==> config.mk <==
export PLATFORM = sky130hd
export DESIGN_NAME = hexfmt_serializer
export DESIGN_NICKNAME = d
export VERILOG_FILES = /design/src/rtl/hexfmt_pkg.sv /design/src/rtl/hexfmt_digit.sv /design/src/rtl/hexfmt_serializer.sv
export SDC_FILE = /design/constraint.sdc
export NUM_CORES = 1
export LEC_CHECK = 0
export ABC_CLOCK_PERIOD_IN_PS = 3480
export BUFFER_PORTS_ARGS = -buffer_cell sky130_fd_sc_hd__buf_2
export CAP_MARGIN = 20
export CORE_MARGIN = 2
export CORE_UTILIZATION = 50
export CTS_CLUSTER_DIAMETER = 30
export DETAILED_ROUTE_END_ITERATION = 8
export PLACE_DENSITY = 0.75
export SKIP_LAST_GASP = 1
export SLEW_MARGIN = 25
export SYNTH_ARGS = -nofsm -noshare
export SYNTH_HDL_FRONTEND = slang
export SYNTH_SLANG_ARGS = --single-unit
==> constraint.sdc <==
create_clock -name clk -period 3.48 [get_ports clk]
set_clock_uncertainty 0.2 [all_clocks]
set_input_delay 0.522 -clock clk [delete_from_list [all_inputs] [get_ports clk]]
set_output_delay 0.522 -clock clk [all_outputs]
set_load 0.02 [all_outputs]
==> src/rtl/hexfmt_pkg.sv <==
// hexfmt_pkg: shared types and helpers for the hexfmt_serializer slice.
//   state_e          - formatter FSM states (TERM is only reachable when
//                      HEXFMT_NEWLINE_EN is defined)
//   CHAR_*           - ASCII constants used by the encoder and terminator
//   nibble_to_ascii  - maps a 4-bit value to its ASCII hex digit
package hexfmt_pkg;

  typedef enum logic [1:0] {
    IDLE = 2'd0,
    EMIT = 2'd1,
    TERM = 2'd2
  } state_e;

  localparam logic [7:0] CHAR_0  = 8'h30;
  localparam logic [7:0] CHAR_LA = 8'h61;
  localparam logic [7:0] CHAR_UA = 8'h41;
  localparam logic [7:0] CHAR_NL = 8'h0A;

  function automatic logic [7:0] nibble_to_ascii(input logic [3:0] nibble,
                                                  input logic       upper);
    logic [7:0] result;
    if (nibble < 4'd10) begin
      result = CHAR_0 + {4'h0, nibble};
    end else begin
      result = (upper ? CHAR_UA : CHAR_LA) + {4'h0, nibble} - 8'd10;
    end
    return result;
  endfunction

endpackage

==> src/rtl/hexfmt_digit.sv <==
// hexfmt_digit: combinational nibble -> ASCII hex digit encoder.
//   Parameters: UPPER - nonzero selects 'A'-'F', zero selects 'a'-'f'.
//   Ports:      nibble (in, 4)  value to encode
//               ascii  (out, 8) ASCII character
module hexfmt_digit
  import hexfmt_pkg::*;
#(
  parameter int UPPER = 0
) (
  input  logic [3:0] nibble,
  output logic [7:0] ascii
);

  always_comb begin
    ascii = nibble_to_ascii(nibble, UPPER != 0);
  end

endmodule

==> src/rtl/hexfmt_serializer.sv <==
// hexfmt_serializer: streams a WIDTH-bit word as ASCII hex, one byte per
// cycle, most-significant nibble first, with a per-nibble zero mask.
//   Parameters: WIDTH (multiple of 4, >= 4), UPPER (1 = 'A'-'F').
//   Config macro: HEXFMT_NEWLINE_EN - append 0x0A to each word; out_last
//                 then marks the 0x0A instead of the final digit.
//   Ports:
//     clk, rst              clock, synchronous active-high reset
//     in_valid/in_ready     input handshake; in_data, in_zmask sampled at accept
//     out_valid/out_ready   output handshake; out_char byte, out_last end of word
//     word_count            words fully emitted (wraps modulo 2^32)
module hexfmt_serializer
  import hexfmt_pkg::*;
#(
  parameter int WIDTH = 16,
  parameter int UPPER = 0
) (
  input  logic               clk,
  input  logic               rst,
  input  logic               in_valid,
  output logic               in_ready,
  input  logic [WIDTH-1:0]   in_data,
  input  logic [WIDTH/4-1:0] in_zmask,
  output logic               out_valid,
  input  logic               out_ready,
  output logic [7:0]         out_char,
  output logic               out_last,
  output logic [31:0]        word_count
);

  localparam int NIB   = WIDTH / 4;
  localparam int IDX_W = (NIB > 1) ? $clog2(NIB) : 1;
  localparam logic [IDX_W-1:0] IDX_LAST = IDX_W'(NIB - 1);

  if ((WIDTH % 4) != 0 || WIDTH < 4) begin : g_bad_width
    $error("hexfmt_serializer: WIDTH must be a multiple of 4 and >= 4");
  end

  state_e           state_q, state_d;
  logic [IDX_W-1:0] idx_q, idx_d;
  logic [WIDTH-1:0] data_q, data_d;
  logic [31:0]      word_count_q, word_count_d;
  logic             out_valid_q, out_valid_d;
  logic [7:0]       out_char_q, out_char_d;
  logic             out_last_q, out_last_d;

  logic             out_hs;
  logic             accept;
  logic             word_end;
  logic [WIDTH-1:0] zmask_full;
  logic [3:0]       nibble_sel;
  logic [7:0]       digit_ascii;

  assign out_hs   = out_valid_q && out_ready;
  // Combinational from out_ready so the next word is taken on the last-byte
  // handshake and words stream without a bubble.
  assign in_ready = (state_q == IDLE) || (out_hs && out_last_q);
  assign accept   = in_valid && in_ready;

  always_comb begin
    zmask_full = '0;
    for (int unsigned i = 0; i < NIB; i++) begin
      zmask_full[i*4 +: 4] = {4{in_zmask[i]}};
    end
  end

  // Next-state: word progression first, then a same-cycle accept overrides
  // the return to IDLE.
  always_comb begin
    state_d      = state_q;
    idx_d        = idx_q;
    data_d       = data_q;
    word_count_d = word_count_q;
    word_end     = 1'b0;

    case (state_q)
      EMIT: begin
        if (out_hs) begin
          if (idx_q == '0) begin
`ifdef HEXFMT_NEWLINE_EN
            state_d = TERM;
`else
            word_end = 1'b1;
`endif
          end else begin
            idx_d = idx_q - IDX_W'(1);
          end
        end
      end
`ifdef HEXFMT_NEWLINE_EN
      TERM: begin
        if (out_hs) begin
          word_end = 1'b1;
        end
      end
`endif
      default: begin
      end
    endcase

    if (word_end) begin
      word_count_d = word_count_q + 32'd1;
      state_d      = IDLE;
    end

    if (accept) begin
      data_d  = in_data & ~zmask_full;
      idx_d   = IDX_LAST;
      state_d = EMIT;
    end
  end

  // Outputs are registered: the character for the next cycle is encoded
  // from the next data/index, so a stall simply re-encodes held state.
  assign nibble_sel = data_d[{idx_d, 2'b00} +: 4];

  hexfmt_digit #(
    .UPPER(UPPER)
  ) u_digit (
    .nibble(nibble_sel),
    .ascii (digit_ascii)
  );

  always_comb begin
    out_valid_d = (state_d != IDLE);
    out_char_d  = '0;
    out_last_d  = 1'b0;
    case (state_d)
      EMIT: begin
        out_char_d = digit_ascii;
`ifdef HEXFMT_NEWLINE_EN
        out_last_d = 1'b0;
`else
        out_last_d = (idx_d == '0);
`endif
      end
      TERM: begin
        out_char_d = CHAR_NL;
        out_last_d = 1'b1;
      end
      default: begin
      end
    endcase
  end

  always_ff @(posedge clk) begin
    if (rst) begin
      state_q      <= IDLE;
      idx_q        <= '0;
      data_q       <= '0;
      word_count_q <= '0;
      out_valid_q  <= 1'b0;
      out_char_q   <= '0;
      out_last_q   <= 1'b0;
    end else begin
      state_q      <= state_d;
      idx_q        <= idx_d;
      data_q       <= data_d;
      word_count_q <= word_count_d;
      out_valid_q  <= out_valid_d;
      out_char_q   <= out_char_d;
      out_last_q   <= out_last_d;
    end
  end

  assign out_valid  = out_valid_q;
  assign out_char   = out_char_q;
  assign out_last   = out_last_q;
  assign word_count = word_count_q;

endmodule

* Word level (Yosys, flattened, before mapping) *
Cells that the tools add are included.

storage, ports and cells
  word-level logic and storage cells = 40
  register bits = 62
  input bits = 24
  output and inout port bits = 43

cells by class
  shift-type cells = 1
  magnitude comparators = 1
  mux-type cells = 13
  reduce and logical (&&, ||, !) cells = 8
  bitwise operators = 2
  add/subtract/negate cells = 5
  equal/unequal tests = 3

operators with widths
  cell                     count
  $add A32 B1 Y32 const B  1
  $and A16 B16 Y16         1
  $mux W16                 1
  $not A16 Y16             1
  $pmux W8 S2              1
  $shiftx A16 B5 Y4        1
  $mux W2                  6
  $add A7 B4 Y8 const A    1
  $mux W8                  1
  $sub A8 B4 Y8 const B    1
  $add A6 B4 Y7 const A    1
  $logic_not A2 Y1         3
  $eq A2 B1 Y1 const B     2
  $lt A4 B4 Y1 const B     1
  $logic_and A1 B1 Y1      3
  $mux W1                  3
  $eq A2 B2 Y1 const B     1
  $pmux W1 S2              1
  $reduce_bool A2 Y1       1
  $sub A2 B1 Y2 const B    1
  $logic_or A1 B1 Y1       1

* Longest topological paths before layout *
Gate-level depths: netlist (run 1).

  depth in word-level cells = 10
  gate-level depth with buffers = 11
  depth with buffers taken out = 10

* By module *
Synthesis (run 1) repeated with hierarchy kept, for this count alone.

second synthesis, totals
  cells, all modules = 360
  area total of the unflattened synthesis = 3113.0 um2

modules (own cells, without submodules)
  module             seq. area each (um2)  area an instance (um2)  cells each  instances
  hexfmt_serializer  1241.2                2990.4                  343         1
  hexfmt_digit       0.0                   122.6                   17          1

* Least setup slack after synthesis (run 1) *
OpenSTA, ideal clock, no wires.

  path type = reg2reg
  start point = reg out_valid_q, in the netlist out_valid
  end point = reg out_char_q[3], in the netlist out_char[3]
  buffers on the path = 1
  setup slack = 1.030 ns
  cell stages (with the launch flop) = 12
  arrival = 2.132 ns
  setup time = 0.118 ns
  period minus slack after synthesis = 2.450 ns
  required time = 3.162 ns
  path through = dfxtp_1 > nand4b_4 > nor3_1 > buf_2 > inv_1 > a21oi_1 > ha_1 > nor2b_1 > nand2_1 > inv_1 > nand2_1 > o21ai_1

between the ends
  cells in the longest elaborated chain, start to end = 10
  elaborated cells on any way between the ends = 21
  classes of those cells = 3 x add/sub; 1 x order compare; 2 x eq/ne; 1 x shift; 10 x mux; 4 x reduce/logical

ends and longest elaborated chain
  element                                     RTL line                  text
  from (decl)                                 hexfmt_serializer.sv:42   logic out_valid_q, out_valid_d;
  from (signal assigned)                      hexfmt_serializer.sv:159  out_valid_q <= out_valid_d;
  $logic_and A1 B1 Y1 (*)                     hexfmt_serializer.sv:53   assign out_hs = out_valid_q && out_ready;
  $logic_and A1 B1 Y1                         hexfmt_serializer.sv:56   assign in_ready = (state_q == IDLE) || (out_hs && out_last_q);
  $logic_or A1 B1 Y1                          hexfmt_serializer.sv:56
  $logic_and A1 B1 Y1                         hexfmt_serializer.sv:57   assign accept = in_valid && in_ready;
  $mux W16 / $mux W2 (equally long branches)  hexfmt_serializer.sv:105  if (accept) begin
  $shiftx A16 B5 Y4                           hexfmt_serializer.sv:114  assign nibble_sel = data_d[{idx_d, 2'b00} +: 4];
  $add A7 B4 Y8                               hexfmt_pkg.sv:25          result = (upper ? CHAR_UA : CHAR_LA) + {4'h0, nibble} - 8'd10;
  $sub A8 B4 Y8                               hexfmt_pkg.sv:25
  $mux W8                                     hexfmt_pkg.sv:22          if (nibble < 4'd10) begin
  $pmux W8 S2 (*)                             hexfmt_serializer.sv:127  case (state_d)
  to (signal assigned)                        hexfmt_serializer.sv:160  out_char_q <= out_char_d;
  to (decl)                                   hexfmt_serializer.sv:43   logic [7:0] out_char_q, out_char_d;

Every way passes the cells marked *; elsewhere a longest branch is shown, timed or not.
A chain may end at the register's enable or synchronous reset.

* Worst setup path in the final report (run 1) *
  start point = reg state_q[0]
  end point = reg out_char_q[3], in the netlist out_char[3]

between the ends
  cells in the longest elaborated chain, start to end = 9
  elaborated cells on any way between the ends = 19
  classes of those cells = 3 x add/sub; 1 x order compare; 3 x eq/ne; 1 x shift; 8 x mux; 3 x reduce/logical

ends and longest elaborated chain
  element                                     RTL line                  text
  from (decl)                                 hexfmt_serializer.sv:38   state_e state_q, state_d;
  from (signal assigned)                      hexfmt_serializer.sv:155  state_q <= state_d;
  $logic_not A2 Y1                            hexfmt_serializer.sv:56
  $logic_or A1 B1 Y1                          hexfmt_serializer.sv:56
  $logic_and A1 B1 Y1                         hexfmt_serializer.sv:57
  $mux W16 / $mux W2 (equally long branches)  hexfmt_serializer.sv:105
  $shiftx A16 B5 Y4                           hexfmt_serializer.sv:114
  $add A7 B4 Y8                               hexfmt_pkg.sv:25
  $sub A8 B4 Y8                               hexfmt_pkg.sv:25
  $mux W8                                     hexfmt_pkg.sv:22
  $pmux W8 S2 (*)                             hexfmt_serializer.sv:127

Marked as above.

==> flow_metrics.py, run 1 <==
metrics = {
    "route": {
        "ant_nets": 0,
        "route.detailed.drc": 0,
        "drt-total-wl_mm": 5.98,
        "drt-wirelength-per-cell_um": 13.1,
        "vias": 2429,
        "drt_iter0_markers": 158,
        "vias_per_cell": 5.30,
        "first_pass_iters": 4,
    },
    "worst_setup_path": {
        "cp.required_ns": 3.50,
        "worst_setup_path_start_kind": "flip-flop",
        "crit_arrival_ns": 2.53,
        "crit_slowest_cell": "dfxtp_1",
        "endpoint_kind": "flip-flop",
        "crit_type": "flip-flop to flip-flop",
        "critical_path.max_fanout": 5,
        "max_stage_delay_ns": 0.47,
        "crit_chain": "nand4b_4 -> nor3_1 -> inv_1 -> a21oi_1 -> ha_1 -> nor2b_1 -> nand2_1 -> inv_1 -> nand2_1 -> o21ai_1",
    },
    "yosys": {
        "synth_compound_area_share_pct": 12.0,
        "synth-seq-cells": 61,
        "synth-xor-area-share_pct": 8.47,
        "synth_cells": 315,
        "ys_warn_count": 0,
        "synth_area_um2": 2790,
        "synth_top_family_by_area": "simple AND/OR/NAND/NOR gates",
        "netlist-cell-type-count": 44,
        "synth_nets": 344,
        "async_reset_ff_share_pct": 0,
        "synth_adder_area_share_pct": 2.24,
        "synth_ff_type": "dfxtp_1",
        "synth_area_per_cell_um2": 8.87,
        "yosysSeqAreaShare_pct": 43.7,
        "synth_edf_count": 0,
        "muxShareOfSynthArea_pct": 3.49,
        "synth-simple-area-share_pct": 26.9,
    },
    "place": {
        "routabilityCongestion": 0.844,
        "hpwl_mm": 4.39,
        "portBuffers": 65,
        "dp_cells": 443,
    },
    "layout": {
        "utilization_pct": 62.1,
        "stdcell_count": 458,
        "layout-drive-gt1-share_pct": 23.6,
        "fin_nets": 411,
        "n_antenna_cell": 0,
        "area_growth_pct": 21.0,
        "nFillCells": 513,
    },
    "power_and_ir_drop": {
        "ir_drop_v": 0.000271,
        "p_int_w": 0.00114,
        "p_per_area_nw_per_um2": 442,
        "p_sw_share_pct": 23.6,
        "power_frac_comb_pct": 9.8,
        "power_frac_clock_pct": 41.7,
        "p_seq_share_pct": 48.5,
        "switchingPower_w": 0.000353,
        "p_leak_nw": 1.43,
    },
    "global_route": {
        "grt-ovfl-total": 0,
        "grt_pass1_vias": 2204,
        "track_usage_pct": 20.2,
        "grt_pass1_wl_mm": 9.78,
        "grt_max_degree": 31,
        "antenna_found_initial": 0,
    },
    "clock_tree": {
        "worstSkewPairLatency_ns": 0.33,
        "post-cts-setup-buffers": 0,
        "clock_path_buffers": 2,
        "cts_tree": "built",
        "root_buffer": "clkbuf_8",
        "cts_num_sinks": 61,
        "ctsResizeCount": 0,
        "cts-hold-fix-buffers": 0,
        "cts_buffers": 9,
        "cts_htree_levels": 3,
        "clk_pin_slew_ns": 0.06,
    },
    "floorplan": {
        "dieWidth_um": 78.7,
        "core_um2": 5440,
        "initial_core_util_pct": 51.3,
        "dieArea_um2": 6200,
        "rows": 27,
        "die_h_um": 78.7,
        "ioPinCount": 67,
    },
    "sta": {
        "final-hold-violation-count": 0,
        "drv_slew": 0,
        "setup_viol": 0,
        "tns_ns": 0,
        "tightest_slew_ns": 0.647,
        "fmax_mhz": 398,
        "fin_crit_sh_pct": 72.2,
        "slew_headroom_pct": 56.5,
        "fin_crit_ns": 2.51,
        "rsz0062_at_grt": "false",
    },
    "run_status": {
        "status": "finished clean",
    },
    "flow_run": {
        "maxCapViolCount": 0,
    },
    "hold_path": {
        "hold_class": "flip-flop to flip-flop",
    },
}
-- through the flow --
stage | total power [W] | worst slack [ns] | hold slack, ns | area [um2]
after CTS | 0.00150 | 0.952 | 0.249 | 3380
final | 0.00149 | 0.967 | 0.251 | 3380
after global placement | 0.000884 | 0.830 | 0.242 | 3190
after detailed placement | 0.000887 | 0.786 | 0.245 | 3190
after global routing | 0.00155 | 0.781 | 0.252 | 3380
after floorplan | 0.000844 | 1.03 | 0.229 | 2790
-- power groups by stage --
stage          clock network [W]  registers (W)  logic (W)
2_1_floorplan                  0       0.000746  0.0000979
3_3_place_gp                   0       0.000740   0.000144
3_5_place_dp                   0       0.000741   0.000146
4_1_cts                 0.000630       0.000725   0.000147
5_1_grt                 0.000665       0.000727   0.000162
6_report                0.000623       0.000725   0.000146
-- path summary, 6_finish.rpt --
check | startpoint | to | slack, ns | cells past startpoint
setup / recovery | state_q[0]$_SDFF_PP0_ | out_char[3]$_SDFF_PP0_ | 0.97 | 10
hold reg to reg | data_q[7]$_SDFF_PP0_ | data_q[7]$_SDFF_PP0_ | 0.25 | 2
hold / removal | data_q[7]$_SDFF_PP0_ | data_q[7]$_SDFF_PP0_ | 0.25 | 2
setup reg to reg | state_q[0]$_SDFF_PP0_ | out_char[3]$_SDFF_PP0_ | 0.97 | 10
-- area by class of cell --
class                           instances  area [um2]  share of cell area (%)
Inverter                                7        26.3                   0.778
Sequential cell                        61        1220                    36.1
Clock buffer                           14         163                    4.81
Multi-Input combinational cell        233        1490                    44.0
Tap cell                               72        90.1                    2.67
Clock inverter                          1        30.0                   0.889
Timing Repair Buffer                   70         363                    10.7
-- metal layers --
metal | global-route usage (%) | vias up | share of wire [%]
met5 | 0 | - | 0
met4 | 7.72 | 0 | 1.8
met3 | 6.48 | 11 | 4.6
met2 | 32.6 | 55 | 46
met1 | 25.1 | 1120 | 47
li1 | - | 1243 | -
-- flip-flops by register name, indices dropped and copies added, names as in the netlist --
signal and cells:
out_last 1, word_count 32, idx_q 2, out_char 7
state_q 2, out_valid 1, data_q 16
-- cells by family (layout without fill, tap and decap cells) --
logic type | count (synthesis) | in the layout
DFF | 61 | 61
muxes | 8 | 8
buffers and inverters | 21 | 92
other | 1 | 1
xor gates and xnor gates | 27 | 27
AOI/OAI and AO/OA | 54 | 54
and+or+nand+nor | 138 | 138
adders and majority gates | 5 | 5
-- Yosys cell counts, types with 2 or more instances --
cell type | number | share of area, %
xnor2_1 | 8 | 2.5
o2bb2ai_1 | 2 | 0.63
and3_1 | 3 | 0.67
mux2i_1 | 6 | 2.2
o21ai_1 | 6 | 1.1
o211ai_1 | 3 | 0.81
or3_1 | 3 | 0.67
inv_1 | 7 | 0.94
nor2_1 | 33 | 4.4
dfxtp_1 | 61 | 44
a21o_1 | 2 | 0.54
ha_1 | 5 | 2.2
a22oi_1 | 3 | 0.81
nand3b_1 | 13 | 3.5
nand2_1 | 29 | 3.9
clkbuf_1 | 9 | 1.2
and4_1 | 8 | 2.5
a2bb2oi_2 | 2 | 1.1
nor2b_1 | 5 | 1.1
a21oi_1 | 26 | 4.7
o21ai_0 | 5 | 0.90
nand3_1 | 16 | 2.9
nand4_1 | 10 | 2.2
and2_1 | 3 | 0.67
buf_2 | 3 | 0.54
nor3_1 | 8 | 1.4
xor2_1 | 19 | 6.0
-- worst max-delay path: cells and delay by family, from the launching register on --
kind,cells,cell delay (ns)
buffers and inverters,2,0.19
AOI/OAI and AO/OA,2,0.39
DFF,1,0.47
adders and majority gates,1,0.29
and+or+nand+nor,5,0.87
-- placed cells by master, fill, tap and decap left out, drive strengths merged, types with 5 or more instances in the layout --
cell | synthesis | final
dfxtp | 61 | 61
nor3 | 8 | 8
nand3 | 16 | 16
xnor2 | 8 | 8
nor2b | 5 | 5
nand3b | 13 | 13
o21ai | 12 | 12
and4 | 8 | 8
a21oi | 27 | 27
mux2i | 6 | 6
nand4 | 10 | 10
buf | 5 | 70
inv | 7 | 7
ha | 5 | 5
nor2 | 33 | 33
clkbuf | 9 | 14
xor2 | 19 | 19
nand2 | 29 | 29
No activity file was read; power rests on OpenSTA's default activity.
==> inputs of run 2 (changes only) <==
Settings changed: ABC_AREA set to 1, ABC_CLOCK_PERIOD_IN_PS 3480 to 2100, PLACE_DENSITY 0.75 to 0.77.
Clock period 3.48 ns to 2.1 ns, I/O delays scaled along.
==> run 2 against run 1 <==
  * Worst setup slack lost 0.92 ns
  * Via count grew 41%
  * Clock power grew 44%
  * Total power grew 69%
  * Register-to-register slack lost 0.92 ns
  * Synthesized cell count grew 50%
  * Fmax grew 23%
  * Cell count grew 41%
  * Flip-flop and latch count is the same
  * Hold slack lost 0.17 ns
  * Area after synthesis grew 19%
  * Critical endpoint is now out_char[2]$_SDFF_PP0_
==> flow_metrics.py, run 2 <==
metrics = {
    "floorplan": {
        "initial_core_util_pct": 51.8,
        "core_um2": 6390,
        "ioPinCount": 67,
        "rows": 29,
        "dieArea_um2": 7290,
        "dieWidth_um": 85.4,
        "die_h_um": 85.4,
    },
    "layout": {
        "mostFrequentLayoutCells": "nand2_1 (118), buf_2 (65), dfxtp_1 (57)",
        "layout_commonest_cell": "nand2_1",
        "layout-drive-gt1-share_pct": 30.5,
        "nFillCells": 547,
        "n_antenna_cell": 0,
        "area_growth_pct": 25.0,
        "finalInstanceArea_um2": 4140,
        "largest_reg_flops": 32,
        "fin_nets": 594,
    },
    "route": {
        "ant_nets": 0,
        "drt-total-wl_mm": 8.31,
        "drt-wirelength-per-cell_um": 12.9,
        "first_pass_iters": 5,
        "drt_iter0_markers": 232,
        "vias_per_cell": 5.28,
        "vias": 3413,
        "route.detailed.drc": 0,
    },
    "clock_tree": {
        "cts_num_sinks": 61,
        "cts_htree_levels": 3,
        "cts_tree": "built",
        "clock_path_buffers": 2,
        "cts-hold-fix-buffers": 0,
        "root_buffer": "clkbuf_8",
        "clk_pin_slew_ns": 0.07,
        "worstSkewPairLatency_ns": 0.34,
        "cts_buffers": 9,
    },
    "worst_setup_path": {
        "endpoint_kind": "flip-flop",
        "crit_arrival_ns": 2.08,
        "cp.required_ns": 2.14,
        "crit_type": "flip-flop to flip-flop",
        "critical_path.max_fanout": 7,
        "worst_setup_path_start_kind": "flip-flop",
    },
    "place": {
        "postPlaceCellArea_um2": 3810,
        "hpwl_mm": 5.97,
        "portBuffers": 65,
        "routabilityCongestion": 0.899,
    },
    "global_route": {
        "track_usage_pct": 22.0,
        "grt-ovfl-total": 0,
        "antenna_found_initial": 0,
        "grt_pass1_vias": 2908,
        "grt_max_degree": 43,
        "grt_pass1_wl_mm": 12.9,
    },
    "sta": {
        "drv_slew": 0,
        "final-hold-violation-count": 0,
        "setup_viol": 0,
        "tns_ns": 0,
        "fmax_mhz": 488,
        "fin_crit_sh_pct": 97.6,
        "rsz0062_at_grt": "true",
        "fin_crit_ns": 2.05,
    },
    "yosys": {
        "synth_ff_type": "dfxtp_1",
        "synth-seq-cells": 61,
        "yosysSeqAreaShare_pct": 36.9,
        "async_reset_ff_share_pct": 0,
        "yosys.area.top_type_share_pct": 36.9,
        "synth_edf_count": 0,
        "synth_area_per_cell_um2": 6.98,
        "ys_warn_count": 0,
        "synth_nets": 503,
        "synth_area_um2": 3310,
        "netlist-cell-type-count": 35,
        "synth_area_leader_cell": "dfxtp_1",
        "synth.most_common_cell": "nand2_1",
        "netlist_top_cells_count": "nand2_1 (123), dfxtp_1 (61), inv_1 (45)",
        "synth_area_leaders": "dfxtp_1 (37%), nand2_1 (14%), a21oi_1 (5.9%)",
        "synth_cells": 474,
    },
    "power_and_ir_drop": {
        "p_per_area_nw_per_um2": 610,
        "p_leak_nw": 1.94,
        "ir_drop_v": 0.000389,
    },
    "run_status": {
        "status": "finished clean",
    },
    "flow_run": {
        "maxCapViolCount": 0,
    },
    "hold_path": {
        "hold_class": "input port to flip-flop",
    },
}
## run 2: changes by cell type after synthesis, sizes merged, moves of 6 or more
cell   previous run  this run
nand2            29       135
inv               7        52
nor2             33        52
nand3            16        34
a21oi            27        39
xor2             19         8
nand4            10        19
and4              8         0
nor3              8        16
mux2i             6         0
## run 2: through the flow
stage / setup WS (ns) / util (%) / cells / hold slack (ns) / total power [W]
floorplan: 0.0468 / - / 474 / 0.244 / 0.00148
global placement: 0.0358 / 59.7 / 625 / 0.257 / 0.00158
detailed placement: -0.0268 / 59.7 / 625 / 0.265 / 0.00159
CTS: 0.00776 / 62.3 / 641 / 0.0744 / 0.00247
global route: -0.0960 / 64.8 / 647 / 0.0816 / 0.00264
finish: 0.0504 / 64.8 / 647 / 0.0787 / 0.00252
## run 2: area by class of cell
cell class / instances / area, um2 / share of cell area (%)
Clock inverter: 7 / 42.5 / 1.03
Tap cell: 77 / 96.3 / 2.33
Inverter: 52 / 200 / 4.84
Clock buffer: 9 / 124 / 2.99
Sequential cell: 61 / 1230 / 29.6
Timing Repair Buffer: 96 / 581 / 14.0
Multi-Input combinational cell: 345 / 1870 / 45.1
## run 2: cell families after synthesis
kind of cell,after synthesis,synth area share [%]
other cells,1,0.113
flops,61,36.9
fa+ha+maj,5,1.89
xor+xnor,14,3.71
buf+inv,68,9.19
simple gates,269,39.4
compound gates,56,8.85
## run 2: critical path: stages (launching register included)
cell	delay [ns]
dfxtp_2	0.34
inv_2	0.08
nand2_1	0.06
nor2_1	0.14
nand3_2	0.12
nand3_4	0.14
buf_4	0.12
nand2_1	0.08
nand3_2	0.10
nand2_4	0.09
ha_4	0.17
nand3_2	0.07
nand3_2	0.08
nor2_1	0.11
nor2_1	0.04
## run 2: path summary, 6_finish.rpt
check	startpoint	cells after the start	to	slack (ns)
hold / removal	in_zmask[2]	4	data_q[11]$_SDFF_PP0_	0.08
hold reg to reg	data_q[13]$_SDFF_PP0_	2	data_q[13]$_SDFF_PP0_	0.27
setup / recovery	state_q[1]$_SDFF_PP0_	14	out_char[2]$_SDFF_PP0_	0.05
setup reg to reg	state_q[1]$_SDFF_PP0_	14	out_char[2]$_SDFF_PP0_	0.05
## run 2: layer usage
layer,track usage (%),part of all wire [%],wire length [um]
met2,33.2,44,3670
met4,9.24,2.3,191
met1,31.4,48,3980
met5,0,0,0
met3,2.92,5.7,472
## run 2: power by group
group	internal, W	switching [W]	total (W)
clock network	0.000418	0.000480	0.000898
logic	0.000171	0.000252	0.000423
registers	0.00119	0.0000151	0.00120
## run 2: timing repair
| item | 4_1_cts | 5_1_grt |
|---|---|---|
| hold endpoints to repair | 0 | 0 |
| setup endpoints to repair | 0 | 10 |
| buffers inserted | 0 | 5 |
| gates resized for setup | 0 | 31 |
==> inputs of run 3 (changes only) <==
Settings changed: ABC_AREA 1 to not set, CORE_UTILIZATION 50 to 48, PLACE_DENSITY 0.77 to 0.76.
==> run 3 against run 2 <==
  * The flow now finishes with violations (setup timing)
  * Global-route usage is 1.1 points lower
  * Worst setup slack lost 0.18 ns
  * Hold slack worse by 0.033 ns
  * Via count is 25% lower
  * Flip-flop and latch count is the same
  * Critical endpoint is now out_char[1]$_SDFF_PP0_
  * Highest routed layer unchanged
==> flow_metrics.py, run 3 (synthesis results as in run 1) <==
metrics = {
    "clock_tree": {
        "cts_htree_levels": 3,
        "clk_pin_slew_ns": 0.07,
        "root_buffer": "clkbuf_8",
        "cts-hold-fix-buffers": 0,
        "cts_num_sinks": 61,
        "worstSkewPairLatency_ns": 0.32,
        "cts_tree": "built",
        "clock_path_buffers": 2,
        "cts_buffers": 9,
    },
    "sta": {
        "fin_crit_sh_pct": 106,
        "setup_ws_ns": -0.126,
        "setup_viol": 2,
        "final-hold-violation-count": 0,
        "tns_ns": -0.136,
        "fmax_mhz": 449,
        "fin_crit_ns": 2.23,
        "drv_slew": 0,
        "rsz0062_at_grt": "true",
    },
    "worst_setup_path": {
        "critical_path.max_fanout": 2,
        "worst_setup_path_start_kind": "flip-flop",
        "rr_worst_depth": 7,
        "critPathLaunch": "state_q[1]$_SDFF_PP0_",
        "worstReg2RegEnd": "out_char[1]$_SDFF_PP0_",
        "max_stage_delay_ns": 0.46,
        "endpoint_kind": "flip-flop",
        "timing.rr.start": "state_q[1]$_SDFF_PP0_",
        "cp.required_ns": 2.16,
        "crit_arrival_ns": 2.29,
        "rrSetupSlack_ns": -0.13,
        "crit_slowest_cell": "mux4_2",
        "endpoint": "out_char[1]$_SDFF_PP0_",
        "crit_chain": "nand4b_4 -> mux2_4 -> mux4_2 -> a21oi_4 -> ha_4 -> a21o_1 -> o21ai_2",
        "crit_buf_inv": 0,
        "cp_top_family": "multiplexers",
        "cp.depth": 7,
        "crit_type": "flip-flop to flip-flop",
    },
    "route": {
        "vias_per_cell": 5.18,
        "drt-total-wl_mm": 6.47,
        "first_pass_iters": 5,
        "route.detailed.drc": 0,
        "drt_iter0_markers": 107,
        "ant_nets": 0,
        "vias": 2571,
        "drt-wirelength-per-cell_um": 13.0,
    },
    "global_route": {
        "antenna_found_initial": 0,
        "met3_usage_pct": 4.16,
        "grt_pass1_vias": 2376,
        "met1_usage_pct": 27.0,
        "grt_pass1_wl_mm": 10.4,
        "grt_max_degree": 31,
        "grt_busiest_layer": "met2",
        "track_usage_pct": 20.8,
        "grt-ovfl-total": 0,
        "use_met2_pct": 33.4,
    },
    "layout": {
        "mostFrequentLayoutCells": "buf_2 (65), dfxtp_1 (58), buf_4 (39)",
        "largest_reg_flops": 32,
        "fin_nets": 449,
        "n_antenna_cell": 0,
        "layout_commonest_cell": "buf_2",
        "utilization_pct": 69.1,
        "area_growth_pct": 37.9,
        "layout-drive-gt1-share_pct": 37.3,
    },
    "floorplan": {
        "die_h_um": 80.3,
        "rows": 27,
        "core_um2": 5570,
        "dieArea_um2": 6440,
        "dieWidth_um": 80.3,
        "initial_core_util_pct": 50.1,
        "ioPinCount": 67,
    },
    "place": {
        "routabilityCongestion": 0.926,
        "portBuffers": 65,
        "hpwl_mm": 4.56,
    },
    "power_and_ir_drop": {
        "p_leak_nw": 1.67,
        "power_frac_clock_pct": 41.9,
        "total_power_w": 0.00266,
        "p_sw_share_pct": 23.5,
        "p_int_w": 0.00204,
        "switchingPower_w": 0.000624,
        "power_frac_comb_pct": 13.0,
        "p_per_area_nw_per_um2": 691,
        "ir_drop_v": 0.000374,
        "p_seq_share_pct": 45.1,
    },
    "run_status": {
        "status": "finished with violations",
        "violations": "setup timing",
    },
    "hold_path": {
        "hold_class": "input port to flip-flop",
    },
    "flow_run": {
        "maxCapViolCount": 0,
    },
}
-- run 3: changes by cell type in the layout (fill, tap and decap cells not counted), moves of 11 or more --
cell     previous run  this run
nand2_1           118        27
inv_1              43         6
a21oi_1            39        25
buf_4              25        39
nand2_2            13         1
nor2_2             11         0
xor2_1              8        19
-- run 3: power groups by stage --
stage	clock (W)	combinational, W	sequential [W]
after floorplan	0	0.000163	0.00124
after global placement	0	0.000294	0.00123
after detailed placement	0	0.000301	0.00123
after CTS	0.00115	0.000309	0.00120
after global routing	0.00119	0.000379	0.00120
final	0.00112	0.000345	0.00120
-- run 3: worst register-to-register path: cells and delay by family (launching register included) --
kind            cells  cell delay (ns)
mux                 2             0.80
compound gates      3             0.45
flops               1             0.32
fa+ha+maj           1             0.22
simple gates        1             0.18
-- run 3: per-layer routing --
layer  up-vias  wire, um
met2        58      3040
met4         0        76
met3         9       269
met5         -         0
li1       1307         -
met1      1197      3080
-- run 3: area by class of cell --
cell class	instances	area, um2
well taps	72	90.1
clock buffers	10	138
fillers	434	1720
multi-input cells	233	1630
repair buffers	108	663
clock inverters	5	75.1
inverters	7	26.3
flip-flops and latches	61	1230
-- run 3: worst min-delay path by stage --
stage / startpoint / end / slack, ns / depth (start not counted)
global route: in_data[2] / data_q[2]$_SDFF_PP0_ / 0.05 / 3
CTS: in_data[8] / data_q[8]$_SDFF_PP0_ / 0.03 / 3
global placement: data_q[7]$_SDFF_PP0_ / data_q[7]$_SDFF_PP0_ / 0.24 / 2
detailed placement: data_q[7]$_SDFF_PP0_ / data_q[7]$_SDFF_PP0_ / 0.24 / 2
finish: in_data[8] / data_q[8]$_SDFF_PP0_ / 0.05 / 3
floorplan: data_q[0]$_SDFF_PP0_ / data_q[0]$_SDFF_PP0_ / 0.23 / 2
-- run 3: repair_timing --
item / CTS / global route
setup buffers: 2 / 5
endpoints found under the setup margin: 26 / 19
gates cloned: 0 / 0
pin swaps: 3 / 9
resized for setup: 12 / 26
-- run 3: metrics by stage --
step                cell area [um2]  cells  hold slack (ns)  setup WS, ns
global route                   3850    496           0.0494        -0.202
finish                         3850    496           0.0461        -0.126
floorplan                      2810    315            0.229        -0.127
global placement               3430    474            0.241        -0.165
detailed placement             3430    474            0.243        -0.225
CTS                            3690    491           0.0292        -0.178
